==> src/rtl/dvi_timing_gen.sv <==
// DVI/VGA raster timing generator: IDLE/RUN/DRAIN sequencer, registered sync/de/coordinates.
// Optional frame counter output enabled by defining DVI_TIMING_FRAME_COUNT_EN.
module dvi_timing_gen #(
  parameter int H_ACTIVE = 800,
  parameter int H_FP     = 40,
  parameter int H_SYNC   = 128,
  parameter int H_BP     = 88,
  parameter int V_ACTIVE = 600,
  parameter int V_FP     = 1,
  parameter int V_SYNC   = 4,
  parameter int V_BP     = 23,
  parameter int SYNC_POL = 1
) (
  input  logic       pixelClk,
  input  logic       aRst_n,
  input  logic       enable,
  output logic       stopped,
  output logic       hs,
  output logic       vs,
  output logic       de,
  output logic [9:0] pixelX,
  output logic [9:0] pixelY
`ifdef DVI_TIMING_FRAME_COUNT_EN
  ,
  output logic [7:0] frameCount
`endif
);

  localparam int HT = H_ACTIVE + H_FP + H_SYNC + H_BP;
  localparam int VT = V_ACTIVE + V_FP + V_SYNC + V_BP;

  localparam logic [10:0] H_LAST  = 11'(HT - 1);
  localparam logic [10:0] V_LAST  = 11'(VT - 1);
  localparam logic [10:0] H_ACT   = 11'(H_ACTIVE);
  localparam logic [10:0] V_ACT   = 11'(V_ACTIVE);
  localparam logic [10:0] HS_BEG  = 11'(H_ACTIVE + H_FP);
  localparam logic [10:0] HS_END  = 11'(H_ACTIVE + H_FP + H_SYNC);
  localparam logic [10:0] VS_BEG  = 11'(V_ACTIVE + V_FP);
  localparam logic [10:0] VS_END  = 11'(V_ACTIVE + V_FP + V_SYNC);
  localparam logic        SYNC_ON = (SYNC_POL != 0);

  typedef enum logic [1:0] {
    ST_IDLE,
    ST_RUN,
    ST_DRAIN
  } state_t;

  state_t      state_q, state_d;
  logic [10:0] h_q, h_d;
  logic [10:0] v_q, v_d;
  logic        stopped_q, stopped_d;
  logic        de_q, de_d;
  logic        hs_q, hs_d;
  logic        vs_q, vs_d;
  logic [9:0]  px_q, px_d;
  logic [9:0]  py_q, py_d;

  logic running;
  logic h_last;
  logic v_last;
  logic frame_end;
  logic de_act;
  logic hs_act;
  logic vs_act;

  assign running   = (state_q != ST_IDLE);
  assign h_last    = (h_q == H_LAST);
  assign v_last    = (v_q == V_LAST);
  assign frame_end = running && h_last && v_last;

  // Sequencer and raster counters; RUN and DRAIN only differ in whether the
  // frame boundary is allowed to drop back to IDLE.
  always_comb begin
    state_d = state_q;
    h_d     = h_q;
    v_d     = v_q;
    case (state_q)
      ST_IDLE: begin
        h_d = '0;
        v_d = '0;
        if (enable) state_d = ST_RUN;
      end
      ST_RUN, ST_DRAIN: begin
        if (h_last) begin
          h_d = '0;
          v_d = v_last ? '0 : v_q + 11'd1;
        end else begin
          h_d = h_q + 11'd1;
        end
        if (frame_end && !enable) state_d = ST_IDLE;
        else                      state_d = enable ? ST_RUN : ST_DRAIN;
      end
      default: begin
        state_d = ST_IDLE;
        h_d     = '0;
        v_d     = '0;
      end
    endcase
  end

  // Output decode from the current counters, registered one clock later.
  always_comb begin
    de_act    = running && (h_q < H_ACT) && (v_q < V_ACT);
    hs_act    = running && (h_q >= HS_BEG) && (h_q < HS_END);
    vs_act    = running && (v_q >= VS_BEG) && (v_q < VS_END);
    de_d      = de_act;
    hs_d      = hs_act ? SYNC_ON : ~SYNC_ON;
    vs_d      = vs_act ? SYNC_ON : ~SYNC_ON;
    px_d      = de_act ? h_q[9:0] : '0;
    py_d      = de_act ? v_q[9:0] : '0;
    stopped_d = (state_d == ST_IDLE);
  end

  always_ff @(posedge pixelClk or negedge aRst_n) begin
    if (!aRst_n) begin
      state_q   <= ST_IDLE;
      h_q       <= '0;
      v_q       <= '0;
      stopped_q <= 1'b1;
      de_q      <= 1'b0;
      hs_q      <= ~SYNC_ON;
      vs_q      <= ~SYNC_ON;
      px_q      <= '0;
      py_q      <= '0;
    end else begin
      state_q   <= state_d;
      h_q       <= h_d;
      v_q       <= v_d;
      stopped_q <= stopped_d;
      de_q      <= de_d;
      hs_q      <= hs_d;
      vs_q      <= vs_d;
      px_q      <= px_d;
      py_q      <= py_d;
    end
  end

  assign stopped = stopped_q;
  assign de      = de_q;
  assign hs      = hs_q;
  assign vs      = vs_q;
  assign pixelX  = px_q;
  assign pixelY  = py_q;

`ifdef DVI_TIMING_FRAME_COUNT_EN
  logic [7:0] frame_q, frame_d;

  always_comb begin
    frame_d = frame_q;
    if (frame_end) frame_d = frame_q + 8'd1;
  end

  always_ff @(posedge pixelClk or negedge aRst_n) begin
    if (!aRst_n) frame_q <= '0;
    else         frame_q <= frame_d;
  end

  assign frameCount = frame_q;
`endif

endmodule

==> config.mk <==
export PLATFORM = sky130hd
export DESIGN_NAME = dvi_timing_gen
export DESIGN_NICKNAME = d
export VERILOG_FILES = /design/src/rtl/dvi_timing_gen.sv
export SDC_FILE = /design/constraint.sdc
export NUM_CORES = 1
export LEC_CHECK = 0
export CORE_MARGIN = 2
export CORE_UTILIZATION = 50
export DETAILED_ROUTE_END_ITERATION = 7
export GPL_TIMING_DRIVEN = 0
export PLACE_DENSITY_LB_ADDON = 0.1
export SKIP_CTS_REPAIR_TIMING = 1
export SYNTH_ARGS = -nofsm -noshare
export SYNTH_HDL_FRONTEND = slang
export SYNTH_SLANG_ARGS = --single-unit
==> constraint.sdc <==
create_clock -name pixelClk -period 3 [get_ports pixelClk]
set_clock_uncertainty 0.15 [all_clocks]
set_input_delay 0.6 -clock pixelClk [delete_from_list [all_inputs] [get_ports pixelClk]]
set_output_delay 0.6 -clock pixelClk [all_outputs]
set_load 0.01 [all_outputs]
==> results.ini <==
[run_status]
outcome = complete, no violations

[worst_setup_path]
regToRegStartpoint = v_q[0]
critical_path.startpoint_type = flip-flop
crit_type = flip-flop to flip-flop
cp_slowest_cell = o41ai_2
max_stage_delay_ps = 650
cp.arrival_ps = 2470
end_kind = flip-flop
r2r_cells = 5
worst-r2r-setup-slack_ps = 560
path_cells = ha_1, nand3_1, o41ai_2, o21ai_0, mux2_2
required_ps = 3030
r2r_end = v_q[6]
worstPathMaxFanout = 8

[hold_path]
hp-class = input pin to async pin

[final_layout]
fillCellCount = 326
final_core_util_pct = 63.7
fin_nets = 245
syn_to_final_growth_pct = 19.9
multi_input_area_um2 = 886
register_area_mm2 = 0.00120
drive_above_1_share_pct = 10.1
antennaDiodeCount = 0
design_area_mm2 = 0.00261

[yosys]
syn_inst = 202
yosysTopAreaCell = dfrtp_1
synth_area_mm2 = 0.00217
synth_commonest_cells = 47 x dfrtp_1, 23 x and2_1, 12 x nor2_1
ys_top_cells_by_area = dfrtp_1 54%, and2_1 6.6%, ha_1 3.5%, nor4_1 2.6%, nand3_1 2.1%
synth_most_common_cell = dfrtp_1
postSynth.asyncResetShare_pct = 100
avgSynthCellArea_um2 = 10.8
synth_xor_area_share_pct = 3.63
synth_flop_cell = dfrtp_1
synth_top_family_by_area = simple AND/OR/NAND/NOR gates
yosys-mux-area-fraction_pct = 1.50
synth_nets = 211
synth.ff_latch_count = 48
synth-simple-area-share_pct = 22.9
synth_top_cell_area_share_pct = 54.1
synth-compound-area-share_pct = 9.33
synth_seq_area_share_pct = 55.3
synthAdderAreaFrac_pct = 3.45
synth_edf_count = 0
ys_warn_count = 0
synth_cell_types = 40

[clocking]
clock_latency_ps = 300
path_clk_slew_ps = 90
cts_tree = built
clockBufferDepth = 2
cts_buffers = 5
cts.sinks = 48
htreeDepth = 2
cts_root_buf = clkbuf_8

[routing]
final_antenna_net_count = 0
viasPerCell = 5.60
drc = 0
first_iter_violations = 92
dr.pass1.iters = 4
drt-total-wl_mm = 4.15
via_count = 1607
wl_per_cell_um = 14.5

[power_and_ir_drop]
total_power_mw = 1.57
p_leak_nw = 1.15
power_density_mw_per_mm2 = 604
peakVddDrop_mv = 0.509

[timing]
setup_slack_ps = 565
max_slew_margin_pct = 58.4
setup_violations = 0
finalCritPeriodShare_pct = 81.2
timing.fmax_ghz = 0.411
tns_ps = 0
rsz0062_at_grt = false
hold_viol = 0
worstMarginPinSlew_ps = 617
min_period_ps = 2440
slew_violations = 0

[place]
gp_congestion = 0.863
post-dp-hpwl_mm = 3.01
placed_area_mm2 = 0.00251
portBuffers = 26
post-place-ws_ps = 618

[global_routing]
grt_max_degree = 29
grt.overflow.total = 0
grt_usage_pct = 19.1
grt_first_pass_wirelength_mm = 7.43
grt_pass1_vias = 1543
antenna_found_initial = 0

[die]
ios = 27
dieWidth_um = 69.9
core-area_mm2 = 0.00409
die-area_mm2 = 0.00489
rows = 23
dieHeight_um = 69.9
initial_core_util_pct = 53.2

[run]
maxCapViolCount = 0

worst max-delay path, delay by kind of cell, from the launching register on:
kind | cells | cell delay, ps
AO/OA/AOI/OAI | 2 | 820
adder cells (fa/ha/maj) | 1 | 290
multiplexers | 1 | 290
AND/OR/NAND/NOR | 1 | 250
flip-flops | 1 | 530
state kept, by name (all words and copies together) (netlist names):
register,count
pixelY,10
vs,1
v_q,11
state_q,2
h_q,11
stopped,1
pixelX,10
hs,1
de,1
metrics by stage:
step	std cells	hold slack, ps
3_5_place_dp	279	362
3_3_place_gp	278	347
6_report	287	101
4_1_cts	287	106
5_1_grt	287	120
2_1_floorplan	202	154
cell type report:
cell class,count,area share [%]
flip-flops and latches,48,46.2
multi-input cells,136,34.0
repair buffers,27,10.6
clock buffers,7,3.31
well taps,50,2.40
plain buffers,7,1.68
inverters,11,1.59
clock inverters,1,0.288
routing by layer:
| metal | wire [µm] | global-route usage, % | share of wire, % | vias up |
|---|---|---|---|---|
| met5 | 0 | 0 | 0 | - |
| met4 | 58 | 5.77 | 1.4 | 0 |
| met3 | 174 | 4.33 | 4.2 | 6 |
| met2 | 1970 | 30.3 | 47 | 39 |
| met1 | 1950 | 26.2 | 47 | 783 |
| li1 | - | - | - | 779 |
cell usage in the layout, fill, tap and decap left out, types with 3 or more instances in the layout:
master	count
clkbuf_1	4
xor2_1	5
o211ai_1	3
ha_1	6
nand3_1	9
nor4_1	9
nand4_1	4
o31ai_1	4
nor3_1	6
or3_1	4
o21ai_0	8
nand2_1	11
and2_1	23
inv_1	11
a21oi_1	5
clkbuf_8	6
clkdlybuf4s50_1	25
xnor2_1	4
dfrtp_1	47
o22ai_1	3
nor2_1	12
worst max path at each step:
stage | startpoint | endpoint | cells after the start | slack (ps)
CTS | v_q[0] | v_q[6] | 5 | 590
floorplan | h_q[0] | v_q[3] | 6 | 890
finish | v_q[0] | v_q[6] | 5 | 560
global placement | aRst_n | v_q[3] | 1 | -20
global route | v_q[0] | v_q[6] | 5 | 390
detailed placement | h_q[0] | v_q[0] | 5 | 620
kinds of logic after synthesis:
kind of cell | Yosys count
buf+inv | 18
fa+ha+maj | 6
compound gates | 30
simple gates | 88
mux | 3
flops | 48
xor+xnor | 9
power breakdown:
part | internal, mW | switching, mW
clock network | 0.187 | 0.205
logic | 0.158 | 0.276
registers | 0.705 | 0.0404
total | 1.05 | 0.522
(Power assumes the default switching activity.)
